$ cat config.mk
export PLATFORM = sky130hd
export DESIGN_NAME = spawn_scheduler_flat
export DESIGN_NICKNAME = d
export VERILOG_FILES = /design/src/rtl/game_pkg.sv /design/src/rtl/spawn_scheduler_if.sv /design/src/rtl/lfsr8.sv /design/src/rtl/spawn_scheduler.sv /design/src/flat_wrapper.sv
export SDC_FILE = /design/constraint.sdc
export NUM_CORES = 1
export LEC_CHECK = 0
export ABC_AREA = 1
export ABC_CLOCK_PERIOD_IN_PS = 2000
export BUFFER_PORTS_ARGS = -buffer_cell sky130_fd_sc_hd__clkbuf_2
export CORE_AREA = 2 2 57 85
export DETAILED_ROUTE_END_ITERATION = 16
export DIE_AREA = 0 0 59 87
export HOLD_SLACK_MARGIN = 0.12
export PLACE_DENSITY_LB_ADDON = 0.1
export SYNTH_ARGS = -nofsm -noshare
export SYNTH_HDL_FRONTEND = slang
export SYNTH_SLANG_ARGS = --single-unit
$ cat constraint.sdc
create_clock -name clk -period 2 [get_ports clk]
set_input_delay 0.3 -clock clk [delete_from_list [all_inputs] [get_ports clk]]
set_output_delay 0.3 -clock clk [all_outputs]
set_load 0.01 [all_outputs]
$ cat src/rtl/game_pkg.sv
// Shared game constants, the spawn scheduler state type and the column mapping helper.
package game_pkg;
    localparam int GRID_W = 20;
    localparam int GRID_H = 15;
    localparam int X_W    = 5;
    localparam int Y_W    = 4;

    typedef enum logic [1:0] {
        IDLE   = 2'd0,
        WAIT   = 2'd1,
        SPAWN  = 2'd2,
        SETTLE = 2'd3
    } sched_state_t;

    // Fold a 5-bit LFSR slice (0..31) onto the 0..GRID_W-1 column range.
    function automatic logic [X_W-1:0] spawn_column(input logic [7:0] lfsr);
        logic [X_W-1:0] c;
        c = lfsr[X_W-1:0];
        if (c >= X_W'(GRID_W))
            return c - X_W'(GRID_W);
        else
            return c;
    endfunction
endpackage

$ cat src/rtl/spawn_scheduler_if.sv
// Handshake between game_design (master) and the spawn scheduler (slave).
interface spawn_scheduler_if;
    import game_pkg::*;

    logic           enable;
    logic [2:0]     enemy_active;
    logic           hit;
    logic           enemy_spawn;
    logic [X_W-1:0] enemy_init_x;
    logic [Y_W-1:0] enemy_init_y;
    logic [3:0]     level;
    logic [7:0]     interval;

    modport master (
        output enable, enemy_active, hit,
        input  enemy_spawn, enemy_init_x, enemy_init_y, level, interval
    );

    modport slave (
        input  enable, enemy_active, hit,
        output enemy_spawn, enemy_init_x, enemy_init_y, level, interval
    );
endinterface

$ cat src/rtl/lfsr8.sv
// Free-running 8-bit Fibonacci LFSR, polynomial x^8+x^6+x^5+x^4+1.
module lfsr8 #(
    parameter logic [7:0] SEED = 8'hA5
) (
    input  logic       clk,
    input  logic       rst,
    output logic [7:0] q
);
    logic [7:0] r_q;
    logic       w_fb;

    assign w_fb = r_q[7] ^ r_q[5] ^ r_q[4] ^ r_q[3];
    assign q    = r_q;

    // Shift left every cycle, feeding the tap parity into bit 0.
    always_ff @(posedge clk) begin
        if (rst) r_q <= SEED;
        else     r_q <= {r_q[6:0], w_fb};
    end
endmodule

$ cat src/rtl/spawn_scheduler.sv
// Enemy spawn scheduler: waits an interval, spawns into a free slot at a
// pseudo-random column, and shortens the interval every eighth hit.
module spawn_scheduler
    import game_pkg::*;
#(
    parameter logic [7:0] BASE_INTERVAL = 8'd40,
    parameter logic [7:0] MIN_INTERVAL  = 8'd10,
    parameter logic [7:0] STEP          = 8'd4,
    parameter logic [7:0] LFSR_SEED     = 8'hA5,
    parameter logic [3:0] Y_SPAWN       = 4'd0
) (
    input  logic               clk,
    input  logic               rst,
    spawn_scheduler_if.slave   bus
);
    sched_state_t   r_state, w_state_nxt;
    logic [7:0]     r_count, w_count_nxt;
    logic           w_latch, w_spawn, w_terminal, w_slot_free;
    logic [7:0]     w_lfsr;
    logic [X_W-1:0] r_init_x;
    logic [Y_W-1:0] r_init_y;
    logic [2:0]     r_hit_cnt;
    logic [3:0]     r_level;
    logic [7:0]     r_interval;
    logic           w_step_hit;
    logic [8:0]     w_floor_plus_step;

    lfsr8 #(.SEED(LFSR_SEED)) u_lfsr (
        .clk (clk),
        .rst (rst),
        .q   (w_lfsr)
    );

    // >= rather than == so a shrinking interval never strands the counter past terminal.
    assign w_terminal  = (r_count >= (r_interval - 8'd1));
    assign w_slot_free = ~&bus.enemy_active;

    // State and wait-counter registers.
    always_ff @(posedge clk) begin
        if (rst) begin
            r_state <= IDLE;
            r_count <= 8'd0;
        end else begin
            r_state <= w_state_nxt;
            r_count <= w_count_nxt;
        end
    end

    // Next-state, counter and spawn-pulse decode; enable low overrides everything.
    always_comb begin
        w_state_nxt = r_state;
        w_count_nxt = r_count;
        w_latch     = 1'b0;
        w_spawn     = 1'b0;
        case (r_state)
            IDLE: begin
                w_count_nxt = 8'd0;
                if (bus.enable) w_state_nxt = WAIT;
            end
            WAIT: begin
                if (!w_terminal) begin
                    w_count_nxt = r_count + 8'd1;
                end else if (w_slot_free) begin
                    w_state_nxt = SPAWN;
                    w_latch     = 1'b1;
                end
            end
            SPAWN: begin
                w_spawn     = 1'b1;
                w_state_nxt = SETTLE;
            end
            SETTLE: begin
                w_count_nxt = 8'd0;
                w_state_nxt = WAIT;
            end
            default: w_state_nxt = IDLE;
        endcase
        if (!bus.enable) begin
            w_state_nxt = IDLE;
            w_count_nxt = 8'd0;
            w_latch     = 1'b0;
        end
    end

    // Spawn coordinates captured on the WAIT->SPAWN decision, held until the next one.
    always_ff @(posedge clk) begin
        if (rst) begin
            r_init_x <= '0;
            r_init_y <= '0;
        end else if (w_latch) begin
            r_init_x <= spawn_column(w_lfsr);
            r_init_y <= Y_SPAWN;
        end
    end

    assign w_step_hit        = bus.hit && (r_hit_cnt == 3'd7);
    assign w_floor_plus_step = {1'b0, MIN_INTERVAL} + {1'b0, STEP};

    // Difficulty ramp: count hits regardless of FSM state; every eighth one tightens the interval.
    always_ff @(posedge clk) begin
        if (rst) begin
            r_hit_cnt  <= 3'd0;
            r_level    <= 4'd0;
            r_interval <= BASE_INTERVAL;
        end else if (bus.hit) begin
            r_hit_cnt <= r_hit_cnt + 3'd1;
            if (w_step_hit) begin
                if (r_level != 4'd15) r_level <= r_level + 4'd1;
                if ({1'b0, r_interval} >= w_floor_plus_step)
                    r_interval <= r_interval - STEP;
                else
                    r_interval <= MIN_INTERVAL;
            end
        end
    end

    assign bus.enemy_spawn  = w_spawn;
    assign bus.enemy_init_x = r_init_x;
    assign bus.enemy_init_y = r_init_y;
    assign bus.level        = r_level;
    assign bus.interval     = r_interval;
endmodule

$ cat src/flat_wrapper.sv
// flat-port wrapper written by rule: the top's interface ports become plain ports
module spawn_scheduler_flat import game_pkg::*;
#(
    parameter logic [7:0] BASE_INTERVAL = 8'd40,
    parameter logic [7:0] MIN_INTERVAL  = 8'd10,
    parameter logic [7:0] STEP          = 8'd4,
    parameter logic [7:0] LFSR_SEED     = 8'hA5,
    parameter logic [3:0] Y_SPAWN       = 4'd0
)
  (clk, rst, bus_enable, bus_enemy_active, bus_hit, bus_enemy_spawn, bus_enemy_init_x, bus_enemy_init_y, bus_level, bus_interval);
  spawn_scheduler_if bus_i ();
  input  logic clk;
  input  logic rst;
  input wire logic [$bits(bus_i.enable)-1:0] bus_enable;
  input wire logic [$bits(bus_i.enemy_active)-1:0] bus_enemy_active;
  input wire logic [$bits(bus_i.hit)-1:0] bus_hit;
  output wire logic [$bits(bus_i.enemy_spawn)-1:0] bus_enemy_spawn;
  output wire logic [$bits(bus_i.enemy_init_x)-1:0] bus_enemy_init_x;
  output wire logic [$bits(bus_i.enemy_init_y)-1:0] bus_enemy_init_y;
  output wire logic [$bits(bus_i.level)-1:0] bus_level;
  output wire logic [$bits(bus_i.interval)-1:0] bus_interval;
  assign bus_i.enable = bus_enable;
  assign bus_i.enemy_active = bus_enemy_active;
  assign bus_i.hit = bus_hit;
  assign bus_enemy_spawn = bus_i.enemy_spawn;
  assign bus_enemy_init_x = bus_i.enemy_init_x;
  assign bus_enemy_init_y = bus_i.enemy_init_y;
  assign bus_level = bus_i.level;
  assign bus_interval = bus_i.interval;
  spawn_scheduler #(.BASE_INTERVAL(BASE_INTERVAL), .MIN_INTERVAL(MIN_INTERVAL), .STEP(STEP), .LFSR_SEED(LFSR_SEED), .Y_SPAWN(Y_SPAWN)) u_core (.clk(clk), .rst(rst), .bus(bus_i));
endmodule
Word-level counts from Yosys, hierarchy flattened
Index checks and enable logic that the tools add are counted.
Widths: inputs -> output; s select.
{"block": "classes", "add_sub_neg": 6, "order_cmp": 3, "eq_ne": 8, "n_mux": 12, "bitwise_logic": 4, "n_reduce_logical": 10}
{"operator": "$mux 8", "n": 2}
{"operator": "$pmux 8 s2", "n": 1}
{"operator": "$add 8x1->8 const B", "n": 1}
{"operator": "$ge 8x4->1 const B", "n": 1}
{"operator": "$ge 8x8->1", "n": 1}
{"operator": "$sub 8x1->8 const B", "n": 1}
{"operator": "$sub 8x3->8 const B", "n": 1}
{"operator": "$pmux 2 s3", "n": 1}
{"operator": "$reduce_and 2->1", "n": 3}
{"operator": "$reduce_and 3->1", "n": 2}
{"operator": "$ge 5x5->1 const B", "n": 1}
{"operator": "$mux 1", "n": 5}
{"operator": "$mux 5", "n": 1}
{"operator": "$sub 5x5->5 const B", "n": 1}
{"operator": "$add 4x1->4 const B", "n": 1}
{"operator": "$eq 2x2->1 const B", "n": 2}
{"operator": "$mux 2", "n": 2}
{"operator": "$ne 2x2->1 const B", "n": 2}
{"operator": "$ne 4x4->1 const B", "n": 1}
{"operator": "$reduce_or 2->1", "n": 2}
{"operator": "$add 3x1->3 const B", "n": 1}
{"operator": "$eq 3x3->1 const B", "n": 1}
{"operator": "$xor 1x1->1", "n": 3}
{"operator": "$eq 2x1->1 const B", "n": 1}
{"operator": "5 further kinds", "n": 5}
{"block": "word_totals", "reg_bits": 38, "in_bits": 7, "word_cells": 50}

Depth between registers and ports, before layout
Gate-level depths: netlist (run 1).
{"block": "depth", "depth_word": 5, "mapped_depth": 16, "depth_no_buf": 16}

Cells and area by module
From an unflattened synthesis (run 1), not the netlist that was laid out.
{"block": "hier_totals", "cells_unflattened": 315, "area_unflattened_um2": 2199.6}
{"module": "spawn_scheduler", "instances": 1, "cells_each": 278, "area_each_um2": 1924.3, "seq_area_each_um2": 580.6}
{"module": "lfsr8", "instances": 1, "cells_each": 37, "area_each_um2": 275.3, "seq_area_each_um2": 160.2}

Worst setup path before layout (run 1)
Ideal clock, no wire load.
{"block": "synth_timing", "kind": "flip-flop to flip-flop", "startpoint": "reg u_core.r_interval[2], in the netlist u_core.bus.interval[2]", "endpoint": "reg u_core.r_count[2]", "setup_ns": 0.113, "arrival_ns": 2.146, "t_required_ns": 1.887, "setup_slack_ns": -0.259, "path_stages_with_launch": 16, "cell_sequence": "dfxtp_1 > inv_1 > ha_1 > a21oi_1 > nand2_1 > xor2_1 > inv_1 > ha_1 > nand2_1 > inv_2 > a21oi_4 > nand3_4 > nand2_4 > nand2_1 > nand2_1 > nor2_1"}
{"block": "synth_via", "elab_chain_len": 4}
{"element": "start: declaration", "line": "spawn_scheduler.sv:24", "source": "logic [7:0] r_interval;"}
{"element": "start signal: assignment", "line": "spawn_scheduler.sv:110", "source": "r_interval <= r_interval - STEP;"}
{"element": "$sub 8x1->8", "line": "spawn_scheduler.sv:35", "source": "assign w_terminal = (r_count >= (r_interval - 8'd1));"}
{"element": "$ge 8x8->1", "line": "spawn_scheduler.sv:35"}
{"element": "$ne 2x2->1 (no line)"}
{"element": "$reduce_and 2->1 (no line)"}
{"element": "end signal: assignment", "line": "spawn_scheduler.sv:45", "source": "r_count <= w_count_nxt;"}
{"element": "end: declaration", "line": "spawn_scheduler.sv:17", "source": "logic [7:0] r_count, w_count_nxt;"}
Every way passes these cells.
A chain may end at the register's enable or synchronous reset.

Worst setup path after layout (run 1)
{"block": "layout_timing", "startpoint": "reg u_core.r_interval[2], in the netlist u_core.bus.interval[2]", "endpoint": "reg u_core.r_count[5]"}
Same word-level chain as after synthesis.

==> results_tabular.tex, run 1 <==
\begin{tabular}{lr}
\hline
Metric & Value \\
\hline
\multicolumn{2}{l}{\textbf{Setup path}} \\
\quad Critical Setup Path Class & flip-flop to flip-flop \\
\quad Element type at the critical path start & flip-flop \\
\quad Required time at the worst-slack endpoint & roughly 2.2 ns \\
\quad Critical Path AT & 2.39 ns \\
\quad Endpoint kind of the worst setup timing path & flip-flop \\
\quad Crit-path max FO & 5 \\
\multicolumn{2}{l}{\textbf{Clock network}} \\
\quad Cell chosen for the clock root & clkbuf\_8 \\
\quad Clock tree from TritonCTS & yes \\
\quad Number of buffers on the longest clock path & 2 \\
\quad Clock insertion delay at the later pin of the skew report & 0.29 ns \\
\quad H-tree depth & 2 \\
\quad Clock buffers created by TritonCTS & 5 \\
\quad CTS Sinks & 37 \\
\quad Number of buffers added to fix hold violations after cts & 0 \\
\quad Clock-pin slew reported for the worst setup and hold paths after clock tree synthesis & around 0.080 ns \\
\multicolumn{2}{l}{\textbf{Global route}} \\
\quad Vias in the first global route & roughly 1,800 \\
\quad GRT Total Usage & 0.191 \\
\quad First-pass GRT wire length & between 7000 and 8000 microns \\
\quad Antenna violations before repair & 0 \\
\quad Pin count of the biggest net entering global routing & 14 \\
\quad Sum of overflow across all layers after global routing & 0 \\
\multicolumn{2}{l}{\textbf{Synth}} \\
\quad Proportion of register bits with asynchronous set or reset after synthesis & 0 \\
\quad Ys Warns & 0 \\
\quad Part of the Yosys area used for sequential elements & 0.337 \\
\quad Post-synth top cells & 64 x nand2\_1, 48 x nor2\_1, 44 x inv\_1 \\
\quad Number of synthesized register bits & 37 \\
\quad Area of the mapped netlist & between 2000 and 2500 sq um \\
\quad Count of cell types in the netlist & 29 \\
\quad Dominant cell by count in the synthesized netlist & nand2\_1 \\
\quad Number of enable flip-flop cells after synthesis & 0 \\
\quad Commonest register cell after synthesis & dfxtp\_1 \\
\quad Synth area leaders & dfxtp\_1 34\%, ha\_1 12\%, nand2\_1 11\%, nor2\_1 8.2\%, inv\_1 7.5\% \\
\quad Avg Cell Area, Syn & just over 7 sq um \\
\quad Number of instances in the synthesized netlist & roughly 300 \\
\quad Dominant cell type by area after synthesis & dfxtp\_1 \\
\quad Fraction of synthesized cell area taken by the top area cell type & 0.337 \\
\multicolumn{2}{l}{\textbf{Timing}} \\
\quad PnR worst setup slack & -0.166 ns \\
\quad Final max-slew violation count & 0 \\
\quad Max Fclk & approximately 460 MHz \\
\quad Time the worst path needs with I/O delays and setup & around 2.2 ns \\
\quad Number of hold violations in the final report & 0 \\
\quad Total of endpoints with negative setup slack in the final report & 15 \\
\quad RSZ-0062 raised after global routing & yes \\
\quad Clock Skews & around 0.0028 ns \\
\quad TNS Setup & -1.60 ns \\
\quad Period utilization & 1.08 \\
\quad Worst Hold Margin & between 0.3 and 0.4 ns \\
\multicolumn{2}{l}{\textbf{Power and ir drop}} \\
\quad Combinational group share of total power & 0.120 \\
\quad Cell-internal power & $\sim$1.3 mW \\
\quad P\_leak & between 1 and 1.5 nW \\
\quad Power share of the sequential group & 0.452 \\
\quad Clk pwr share & 0.428 \\
\quad Largest voltage drop on the vdd net & about 0.58 mV \\
\quad Switch share & 0.258 \\
\quad Psw & about 0.45 mW \\
\quad Pwr Density & 613 nW/um\^{}2 \\
\multicolumn{2}{l}{\textbf{Floorplan}} \\
\quad Die Span X & 59 microns \\
\quad Initial core utilization & 0.496 \\
\quad Die Outline Area & a little over 5000 sq um \\
\quad Num rows & 30 \\
\quad Area of the core & between 4000 and 5000 sq um \\
\quad Die outline height & 87 microns \\
\quad I/O pin total & 29 \\
\multicolumn{2}{l}{\textbf{Cells and area}} \\
\quad Fraction of layout instances using a drive strength above 1 & 0.307 \\
\quad Post-Layout Cell Count & 403 \\
\quad Signed area change from the synthesized netlist to the final layout & 28.7\% \\
\quad Number of antenna diodes & 0 \\
\quad Final Net Count & 382 \\
\quad Final-layout fill cell count & 416 \\
\quad Final instance area & between 2000 and 3000 sq um \\
\quad Area of the multi-input gates & around 1400 sq um \\
\quad Area occupied by registers & 752 sq um \\
\multicolumn{2}{l}{\textbf{Place}} \\
\quad HPWL after DPL & between 3000 and 4000 microns \\
\quad Cell count after placement & slightly below 400 \\
\quad Final weighted congestion in routability-driven placement & between 0.7 and 0.8 \\
\quad Port Buf Inserts & 23 \\
\quad Area after detailed placement & roughly 2500 sq um \\
\quad Worst slack, placed & -0.160 ns \\
\multicolumn{2}{l}{\textbf{Drt}} \\
\quad Drt wl/cell & 11.6 microns \\
\quad Post-DRT Antenna Nets & 0 \\
\quad Total number of vias & roughly 2,000 \\
\quad DR vias/cell & $\sim$4.9 \\
\quad Total routed wirelength & between 4000 and 5000 microns \\
\quad Residual DRC & 0 \\
\quad 1st-iter DRT viols & 76 \\
\quad First-pass iteration count of the detailed router & 4 \\
\multicolumn{2}{l}{\textbf{Status}} \\
\quad Status & finished with violations \\
\quad Violated checks & negative setup slack \\
\multicolumn{2}{l}{\textbf{Job}} \\
\quad Max Cap Violations & 0 \\
\multicolumn{2}{l}{\textbf{Hold path}} \\
\quad Tightest Hold Check Type & input port to flip-flop \\
\hline
\end{tabular}
[final cells by class]
class | count | share of cell area
Inverter | 47 | 0.0650
Sequential cell | 37 | 0.266
Clock inverter | 2 | 0.0137
Tap cell | 48 | 0.0212
Multi-Input combinational cell | 219 | 0.502
Clock buffer | 6 | 0.0332
Timing Repair Buffer | 44 | 0.0991
[what timing repair did]
action / 4_1_cts / 5_1_grt
gates resized for setup: 7 / 29
pin swaps: 8 / 18
buffers inserted: 2 / 3
setup endpoints to repair: 15 / 15
cloned: 2 / 0
[placed cells by master (no fill, tap or decap), drive strengths merged, types with 5 or more instances in the layout]
cell     n
nor2    52
nand3   19
dfxtp   37
clkbuf  29
conb     5
nand4    6
nand2   72
a21oi   15
buf     21
o21ai   10
ha      21
inv     48
xor2     9
[final timing paths]
check                           cells past startpoint                           startpoint                                  end  slack (ns)
worst max register to register                     15  u_core.bus.interval[2]$_SDFFE_PP0P_       u_core.r_count[5]$_SDFFE_PP0P_       -0.17
worst max-delay path                               15  u_core.bus.interval[2]$_SDFFE_PP0P_       u_core.r_count[5]$_SDFFE_PP0P_       -0.17
worst min-delay path                                2                                  rst  u_core.bus.interval[1]$_SDFFE_PP0P_        0.30
worst min register to register                      1        u_core.u_lfsr.q[6]$_SDFF_PP0_        u_core.u_lfsr.q[7]$_SDFF_PP1_        0.42
[stage by stage]
| step | total power, mW | util |
|---|---|---|
| final | 1.73 | 0.638 |
| after global routing | 1.81 | 0.638 |
| after CTS | 1.74 | 0.608 |
| after detailed placement | 0.976 | 0.564 |
| after global placement | 0.973 | 0.564 |
| after floorplan | 0.939 | - |
[critical path: stages (launching register included)]
cell	delay, ns
dfxtp_4	0.36
inv_6	0.08
ha_4	0.13
inv_2	0.03
a21oi_2	0.11
nand2_1	0.07
xor2_1	0.15
inv_1	0.08
ha_4	0.22
nand2_4	0.08
inv_2	0.04
a21oi_4	0.20
nand3_4	0.16
nand2_4	0.15
nand2_1	0.10
a21oi_2	0.11
[flip-flops by register name, summed over array words and instances (netlist names)]
signal,flops
u_core.bus.level,4
u_core.bus.enemy_init_x,5
u_core.u_lfsr.q,8
u_core.r_hit_cnt,3
u_core.r_count,8
u_core.r_state,2
u_core.bus.interval,7
[power groups by stage]
stage               combinational [mW]  sequential, mW  clock (mW)
finish                           0.208           0.783       0.742
global route                     0.239           0.786       0.783
CTS                              0.192           0.782       0.765
detailed placement               0.177           0.799           0
global placement                 0.174           0.798           0
floorplan                        0.145           0.794           0
[cells by family after synthesis]
family / share of synthesized area
AOI/OAI and AO/OA: 0.0757
adders and majority gates: 0.120
other: 0.00171
DFF: 0.337
xor gates and xnor gates: 0.0478
buffers and inverters: 0.108
and+or+nand+nor: 0.310
[per-layer routing]
layer,up-vias,part of all wire,track usage
met2,20,0.57,0.364
met5,-,0,0
met4,0,0.021,0.0785
met3,9,0.019,0.0312
li1,1039,-,-
met1,904,0.39,0.198
Power figures use the tool's default switching activity.
==> run 2: changes to the inputs <==
--- a/config.mk
+++ b/config.mk
@@ -8,9 +8,10 @@
 export ABC_AREA = 1
 export ABC_CLOCK_PERIOD_IN_PS = 2000
 export BUFFER_PORTS_ARGS = -buffer_cell sky130_fd_sc_hd__clkbuf_2
-export CORE_AREA = 2 2 57 85
+export CORE_AREA = 2 2 65 97
+export CTS_CLUSTER_SIZE = 16
 export DETAILED_ROUTE_END_ITERATION = 16
-export DIE_AREA = 0 0 59 87
+export DIE_AREA = 0 0 67 99
 export HOLD_SLACK_MARGIN = 0.12
 export PLACE_DENSITY_LB_ADDON = 0.1
 export SYNTH_ARGS = -nofsm -noshare
==> run 2 against run 1 <==
Against the previous run:
- the run still ends with negative setup slack left
- register-to-register slack gained 0.07 ns
- non-clock buffer count shrank 1
- die area grew 29%
- wire length shrank 1.4%
- sequential share of layout area grew 0.50 points
- critical path depth grew 1
- largest cell class unchanged
- largest power group unchanged
- highest routed layer unchanged
==> results_tabular.tex, run 2 (synthesis results as in run 1) <==
\begin{tabular}{lr}
\hline
Metric & Value \\
\hline
\multicolumn{2}{l}{\textbf{Status}} \\
\quad Status & finished with violations \\
\quad Violated checks & negative setup slack \\
\multicolumn{2}{l}{\textbf{Power and ir drop}} \\
\quad Largest voltage drop on the vdd net & 0.375 mV \\
\quad Combinational group share of total power & 0.120 \\
\quad P\_leak & between 1 and 1.5 nW \\
\quad Clk pwr share & 0.404 \\
\quad Power share of the sequential group & 0.476 \\
\quad Pwr Density & between 500 and 600 nW/um\^{}2 \\
\quad Switch share & 0.267 \\
\quad Cell-internal power & roughly 1.2 mW \\
\quad Psw & about 0.44 mW \\
\multicolumn{2}{l}{\textbf{Floorplan}} \\
\quad Die Outline Area & about 6600 sq um \\
\quad Die Span X & 67 microns \\
\quad I/O pin total & 29 \\
\quad Num rows & 34 \\
\quad Die outline height & 99 microns \\
\quad Initial core utilization & 0.380 \\
\quad Area of the core & 5790 sq um \\
\multicolumn{2}{l}{\textbf{Setup path}} \\
\quad Critical Path AT & 2.29 ns \\
\quad Launch point of the worst reg-to-reg path & u\_core.bus.interval[2]\$\_SDFFE\_PP0P\_ \\
\quad Reg2Reg Capture Point & u\_core.r\_count[6]\$\_SDFFE\_PP0P\_ \\
\quad Required time at the worst-slack endpoint & 2.19 ns \\
\quad Endpoint kind of the worst setup timing path & flip-flop \\
\quad Crit-path max FO & 5 \\
\quad Critical Setup Path Class & flip-flop to flip-flop \\
\quad Element type at the critical path start & flip-flop \\
\quad Reg2Reg Depth & 16 \\
\quad Worst setup slack for register-to-register paths & -0.1 ns \\
\multicolumn{2}{l}{\textbf{Timing}} \\
\quad Max Fclk & around 480 MHz \\
\quad Final max-slew violation count & 0 \\
\quad RSZ-0062 raised after global routing & yes \\
\quad Total of endpoints with negative setup slack in the final report & 15 \\
\quad Worst Hold Margin & about 0.31 ns \\
\quad PnR worst setup slack & -0.0997 ns \\
\quad Time the worst path needs with I/O delays and setup & $\sim$2.1 ns \\
\quad Number of hold violations in the final report & 0 \\
\quad Period utilization & 1.05 \\
\quad Clock Skews & 0.00333 ns \\
\multicolumn{2}{l}{\textbf{Global route}} \\
\quad Busiest layer in global routing & met2 \\
\quad Sum of overflow across all layers after global routing & 0 \\
\quad Met2 Track Usage GR & 0.276 \\
\quad First-pass GRT wire length & roughly 7800 microns \\
\quad GRT Total Usage & 0.152 \\
\quad Pin count of the biggest net entering global routing & 15 \\
\quad Vias in the first global route & roughly 1,900 \\
\quad Global-route met1 utilization & 0.161 \\
\quad Antenna violations before repair & 0 \\
\quad Met3 global-route usage & 0.0365 \\
\multicolumn{2}{l}{\textbf{Hold path}} \\
\quad End of the worst hold path & u\_core.bus.interval[1]\$\_SDFFE\_PP0P\_ \\
\quad Worst hold start & rst \\
\quad Number of cells on the worst hold path & 2 \\
\quad Tightest Hold Check Type & input port to flip-flop \\
\multicolumn{2}{l}{\textbf{Drt}} \\
\quad Drt wl/cell & 10.8 microns \\
\quad Residual DRC & 0 \\
\quad Post-DRT Antenna Nets & 0 \\
\quad DR vias/cell & between 4 and 5 \\
\quad Total number of vias & a little under 2,000 \\
\quad Total routed wirelength & roughly 4600 microns \\
\quad 1st-iter DRT viols & 54 \\
\quad First-pass iteration count of the detailed router & 4 \\
\multicolumn{2}{l}{\textbf{Cells and area}} \\
\quad Area of the multi-input gates & $\sim$1400 sq um \\
\quad Number of antenna diodes & 0 \\
\quad Fraction of layout instances using a drive strength above 1 & 0.268 \\
\quad Final-layout fill cell count & around 620 \\
\quad Commonest non-fill, non-tap cells in the layout & 60 x nand2\_1, 46 x nor2\_1, 40 x inv\_1 \\
\quad Signed area change from the synthesized netlist to the final layout & 26.5\% \\
\quad Post-Layout Cell Count & between 400 and 500 \\
\quad Area occupied by registers & roughly 750 sq um \\
\quad Final Net Count & 381 \\
\quad Leading cell type in the layout, fill and taps excluded & nand2\_1 \\
\multicolumn{2}{l}{\textbf{Clock network}} \\
\quad Number of buffers added to fix hold violations after cts & 0 \\
\quad Clock insertion delay at the later pin of the skew report & $\sim$0.29 ns \\
\quad Number of buffers on the longest clock path & 2 \\
\quad Cell chosen for the clock root & clkbuf\_8 \\
\quad CTS Sinks & 37 \\
\quad Clock buffers created by TritonCTS & 5 \\
\quad H-tree depth & 2 \\
\quad Clock tree from TritonCTS & yes \\
\quad Clock-pin slew reported for the worst setup and hold paths after clock tree synthesis & about 0.08 ns \\
\multicolumn{2}{l}{\textbf{Place}} \\
\quad HPWL after DPL & 3570 microns \\
\quad Port Buf Inserts & 23 \\
\quad Final weighted congestion in routability-driven placement & around 0.75 \\
\quad Cell count after placement & around 410 \\
\multicolumn{2}{l}{\textbf{Job}} \\
\quad Max Cap Violations & 0 \\
\hline
\end{tabular}
-- run 2: changes by cell type in the layout (fill, tap and decap cells not counted), sizes merged --
cell	change
clkinvlp	+1
clkinv	+1
buf	-1
clkbuf	-1
inv	-1
-- run 2: area by class of cell --
cell class	instances	share of cell area
Clock buffer	5	0.0248
Clock inverter	3	0.0167
Inverter	47	0.0662
Multi-Input combinational cell	219	0.494
Sequential cell	37	0.271
Tap cell	72	0.0324
Timing Repair Buffer	43	0.0954
-- run 2: power by group through the flow --
stage / Combinational (mW) / Sequential [mW] / Clock (mW)
after global placement: 0.176 / 0.799 / 0
after global routing: 0.227 / 0.786 / 0.716
after detailed placement: 0.177 / 0.799 / 0
after floorplan: 0.145 / 0.794 / 0
final: 0.197 / 0.782 / 0.663
after CTS: 0.188 / 0.782 / 0.688
-- run 2: routing by layer --
| metal | up-vias | routed length, microns |
|---|---|---|
| met5 | - | 0 |
| met4 | 0 | 71 |
| met3 | 6 | 151 |
| met2 | 27 | 2470 |
| met1 | 860 | 1910 |
| li1 | 1037 | - |
-- run 2: how the worst max path moves through the flow --
stage / start / to / slack (ns) / cells after the start
after detailed placement: u_core.bus.interval[2]$_SDFFE_PP0P_ / u_core.r_count[4]$_SDFFE_PP0P_ / -0.17 / 15
after global routing: u_core.bus.interval[2]$_SDFFE_PP0P_ / u_core.r_state[0]$_SDFFE_PP0P_ / -0.23 / 16
after CTS: u_core.bus.interval[2]$_SDFFE_PP0P_ / u_core.r_count[4]$_SDFFE_PP0P_ / -0.13 / 15
after floorplan: u_core.bus.interval[2]$_SDFFE_PP0P_ / u_core.r_count[6]$_SDFFE_PP0P_ / -0.05 / 15
final: u_core.bus.interval[2]$_SDFFE_PP0P_ / u_core.r_count[6]$_SDFFE_PP0P_ / -0.1 / 16
after global placement: u_core.bus.interval[2]$_SDFFE_PP0P_ / u_core.r_count[4]$_SDFFE_PP0P_ / -0.13 / 15
-- run 2: critical path, stage by stage (launching register included) --
cell and delay, ns:
dfxtp_4 0.36, inv_6 0.08, ha_4 0.13, inv_2 0.03, a21oi_2 0.11, nand2_1 0.07
xor2_1 0.14, inv_1 0.09, ha_4 0.20, nand2_4 0.08, inv_2 0.04, a21oi_4 0.21
nand3_4 0.15, nand2_4 0.14, nand2_1 0.07, nand2_1 0.06, nor2_1 0.04
-- run 2: timing repair --
| item | CTS | global route |
|---|---|---|
| pin swaps | 10 | 9 |
| gates cloned | 2 | 0 |
| endpoints found under the hold margin | 0 | 0 |
| gates resized for setup | 5 | 16 |
| setup endpoints to repair | 15 | 15 |
| buffers inserted | 1 | 2 |
-- run 2: metrics by stage --
| stage | area, sq um | total power, mW | setup TNS (ns) | setup WS, ns | utilization |
|---|---|---|---|---|---|
| 2_1_floorplan | 2260 | 0.939 | -0.145 | -0.0451 | - |
| 3_3_place_gp | 2530 | 0.975 | -1.23 | -0.133 | 0.437 |
| 3_5_place_dp | 2530 | 0.976 | -1.81 | -0.175 | 0.437 |
| 4_1_cts | 2690 | 1.66 | -1.72 | -0.134 | 0.464 |
| 5_1_grt | 2780 | 1.73 | -2.95 | -0.226 | 0.481 |
| 6_report | 2780 | 1.64 | -1.01 | -0.0997 | 0.481 |
==> run 3: changes to the inputs <==
--- a/config.mk
+++ b/config.mk
@@ -5,13 +5,12 @@
 export SDC_FILE = /design/constraint.sdc
 export NUM_CORES = 1
 export LEC_CHECK = 0
-export ABC_AREA = 1
 export ABC_CLOCK_PERIOD_IN_PS = 2000
 export BUFFER_PORTS_ARGS = -buffer_cell sky130_fd_sc_hd__clkbuf_2
-export CORE_AREA = 2 2 65 97
+export CORE_AREA = 2 2 63 94
 export CTS_CLUSTER_SIZE = 16
 export DETAILED_ROUTE_END_ITERATION = 16
-export DIE_AREA = 0 0 67 99
+export DIE_AREA = 0 0 65 96
 export HOLD_SLACK_MARGIN = 0.12
 export PLACE_DENSITY_LB_ADDON = 0.1
 export SYNTH_ARGS = -nofsm -noshare
==> run 3 against run 2 <==
Against the previous run:
- register-to-register slack lost 0.67 ns
- sequential cell count is the same
- clock power shrank 10%
- critical endpoint is now u_core.r_count[5]$_SDFFE_PP0P_
- sequential share of layout area shrank 0.78 points
- maximum frequency shrank 24%
- utilization grew 4.9 points
- the flow still finishes with violations (negative setup slack)
- largest power group unchanged
==> results_tabular.tex, run 3 <==
\begin{tabular}{lr}
\hline
Metric & Value \\
\hline
\multicolumn{2}{l}{\textbf{Floorplan}} \\
\quad Area of the core & $\sim$5400 sq um \\
\quad Initial core utilization & 0.379 \\
\quad Die Outline Area & 6240 sq um \\
\quad Die outline height & approximately 96 microns \\
\quad I/O pin total & 29 \\
\quad Die Span X & 65 microns \\
\quad Num rows & 33 \\
\multicolumn{2}{l}{\textbf{Cells and area}} \\
\quad Final-layout fill cell count & 523 \\
\quad Fraction of layout instances using a drive strength above 1 & 0.398 \\
\quad Commonest non-fill, non-tap cells in the layout & 46 x buf\_4, 33 x dfxtp\_1, 23 x nor2\_1, 23 x clkbuf\_2, 17 x ha\_1 \\
\quad Signed area change from the synthesized netlist to the final layout & 39.6\% \\
\quad Final Net Count & approximately 330 \\
\quad Leading cell type in the layout, fill and taps excluded & buf\_4 \\
\quad Area occupied by registers & around 750 sq um \\
\quad Number of antenna diodes & 0 \\
\quad Post-Layout Cell Count & 369 \\
\quad Area of the multi-input gates & between 1000 and 1500 sq um \\
\multicolumn{2}{l}{\textbf{Synth}} \\
\quad Number of enable flip-flop cells after synthesis & 0 \\
\quad Proportion of register bits with asynchronous set or reset after synthesis & 0 \\
\quad Post-synth top cells & 37 x dfxtp\_1, 26 x nor2\_1, 21 x ha\_1 \\
\quad Dominant cell type by area after synthesis & dfxtp\_1 \\
\quad Count of cell types in the netlist & 47 \\
\quad Dominant cell by count in the synthesized netlist & dfxtp\_1 \\
\quad Synth area leaders & dfxtp\_1 36\%, ha\_1 13\%, nor2\_1 4.8\%, xnor2\_1 4.3\%, mux2i\_1 2.9\% \\
\quad Number of synthesized register bits & 37 \\
\quad Fraction of synthesized cell area taken by the top area cell type & 0.361 \\
\quad Part of the Yosys area used for sequential elements & 0.361 \\
\quad Commonest register cell after synthesis & dfxtp\_1 \\
\quad Avg Cell Area, Syn & roughly 9 sq um \\
\quad Area of the mapped netlist & around 2100 sq um \\
\quad Ys Warns & 0 \\
\quad Number of instances in the synthesized netlist & approximately 230 \\
\multicolumn{2}{l}{\textbf{Setup path}} \\
\quad Worst-path cell with the longest stage delay & or4\_4 \\
\quad Critical-path cell list & or3\_4, nor2\_2, xnor2\_1, ha\_1, nand4\_1, nor2\_2, or4\_4, or4b\_4, a21oi\_2 \\
\quad Cell family contributing the most delay on the critical path & simple AND/OR/NAND/NOR gates \\
\quad Crit-path max FO & 8 \\
\quad Count of buffer and inverter cells on the critical path & 0 \\
\quad Longest individual stage delay on the worst path & 0.59 ns \\
\quad Critical Setup Path Class & flip-flop to flip-flop \\
\quad Crit path top cell by count & nor2\_2 \\
\quad Element type at the critical path start & flip-flop \\
\quad Critical Path AT & 2.99 ns \\
\quad Endpoint kind of the worst setup timing path & flip-flop \\
\quad Required time at the worst-slack endpoint & approximately 2.2 ns \\
\multicolumn{2}{l}{\textbf{Status}} \\
\quad Status & finished with violations \\
\quad Violated checks & negative setup slack \\
\multicolumn{2}{l}{\textbf{Global route}} \\
\quad Pin count of the biggest net entering global routing & 13 \\
\quad GRT Total Usage & 0.156 \\
\quad Antenna violations before repair & 0 \\
\quad Sum of overflow across all layers after global routing & 0 \\
\quad Vias in the first global route & between 1,500 and 2,000 \\
\quad First-pass GRT wire length & 7510 microns \\
\multicolumn{2}{l}{\textbf{Drt}} \\
\quad 1st-iter DRT viols & 65 \\
\quad DR vias/cell & between 4 and 5 \\
\quad Total routed wirelength & approximately 4700 microns \\
\quad Post-DRT Antenna Nets & 0 \\
\quad Residual DRC & 0 \\
\quad Total number of vias & around 1,800 \\
\quad First-pass iteration count of the detailed router & 4 \\
\quad Drt wl/cell & 12.6 microns \\
\multicolumn{2}{l}{\textbf{Timing}} \\
\quad Clock Skews & 0.00732 ns \\
\quad PnR worst setup slack & -0.774 ns \\
\quad Total of endpoints with negative setup slack in the final report & 15 \\
\quad Max Fclk & 360 MHz \\
\quad Final max-slew violation count & 0 \\
\quad Worst Hold Margin & between 0.3 and 0.4 ns \\
\quad RSZ-0062 raised after global routing & yes \\
\quad Time the worst path needs with I/O delays and setup & roughly 2.8 ns \\
\quad Period utilization & 1.39 \\
\quad Number of hold violations in the final report & 0 \\
\multicolumn{2}{l}{\textbf{Power and ir drop}} \\
\quad Total power & 1.51 mW \\
\quad P\_leak & $\sim$1.2 nW \\
\quad Pwr Density & $\sim$530 nW/um\^{}2 \\
\quad Largest voltage drop on the vdd net & 0.377 mV \\
\multicolumn{2}{l}{\textbf{Clock network}} \\
\quad Number of buffers on the longest clock path & 2 \\
\quad Clock insertion delay at the later pin of the skew report & $\sim$0.29 ns \\
\quad CTS Sinks & 37 \\
\quad Clock-pin slew reported for the worst setup and hold paths after clock tree synthesis & 0.08 ns \\
\quad Cell chosen for the clock root & clkbuf\_8 \\
\quad H-tree depth & 2 \\
\quad Clock tree from TritonCTS & yes \\
\quad Clock buffers created by TritonCTS & 5 \\
\multicolumn{2}{l}{\textbf{Job}} \\
\quad Max Cap Violations & 0 \\
\multicolumn{2}{l}{\textbf{Place}} \\
\quad Cell count after placement & 352 \\
\quad Final weighted congestion in routability-driven placement & around 0.77 \\
\quad Port Buf Inserts & 23 \\
\quad HPWL after DPL & roughly 3600 microns \\
\multicolumn{2}{l}{\textbf{Hold path}} \\
\quad Tightest Hold Check Type & input port to flip-flop \\
\hline
\end{tabular}
==> run 3: changes by cell type after synthesis, sizes merged, moves of 7 or more <==
cell / previous run / this run
nand3: 18 / 5
nor2: 52 / 26
inv: 47 / 9
nand2: 71 / 11
a21oi: 15 / 8
xnor2: 3 / 10
==> run 3: logic make-up (layout without fill, tap and decap cells) <==
group           after synthesis  in the layout  synth area share
mux                           7              7            0.0348
buf+inv                      20             88            0.0494
flops                        37             37             0.361
fa+ha+maj                    21             21             0.128
xor+xnor                     16             16            0.0683
other cells                   1              5           0.00183
simple gates                 83             83             0.214
compound gates               42             42             0.142
==> run 3: power by group <==
part	internal (mW)	switching (mW)
Clock	0.318	0.276
Combinational	0.0605	0.0803
Sequential	0.755	0.0162
==> run 3: tightest hold or removal path: stages <==
cell	delay (ns)
clkbuf_2	0.16
xnor2_1	0.08
nor2_1	0.08
==> run 3: worst paths after layout <==
kind	startpoint	to	slack (ns)	cells after the start
setup / recovery	u_core.bus.interval[4]$_SDFFE_PP0P_	u_core.r_count[5]$_SDFFE_PP0P_	-0.77	9
hold reg to reg	u_core.u_lfsr.q[6]$_SDFF_PP0_	u_core.u_lfsr.q[7]$_SDFF_PP1_	0.41	1
hold / removal	bus_hit	u_core.r_hit_cnt[0]$_SDFFE_PP0P_	0.37	3
setup reg to reg	u_core.bus.interval[4]$_SDFFE_PP0P_	u_core.r_count[5]$_SDFFE_PP0P_	-0.77	9
==> run 3: timing repair <==
action,4_1_cts,5_1_grt
setup endpoints to repair,15,20
gates cloned,0,0
pin swaps,15,16
hold buffers,0,0
setup buffers,7,2
gates resized for setup,13,22
==> run 3: layer usage <==
layer	share of wire	GRT usage
met5	0	0
met4	0.031	0.0780
met3	0.024	0.0339
met2	0.55	0.291
met1	0.40	0.162
==> run 3: layout make-up <==
cell class,count,share of cell area
clock buffers,7,0.0337
clock inverters,1,0.00306
inverters,9,0.0153
multi-input cells,174,0.486
flip-flops and latches,37,0.263
well taps,70,0.0306
repair buffers,71,0.169
==> run 3: per-stage QoR <==
step | setup TNS [ns] | util | instance area, sq um | setup WS (ns)
6_report | -9.98 | 0.529 | 2860 | -0.774
5_1_grt | -11.75 | 0.529 | 2860 | -0.893
4_1_cts | -10.38 | 0.508 | 2750 | -0.850
3_5_place_dp | -10.70 | 0.469 | 2530 | -0.837
3_3_place_gp | -10.23 | 0.469 | 2530 | -0.782
2_1_floorplan | -9.49 | - | 2120 | -0.848
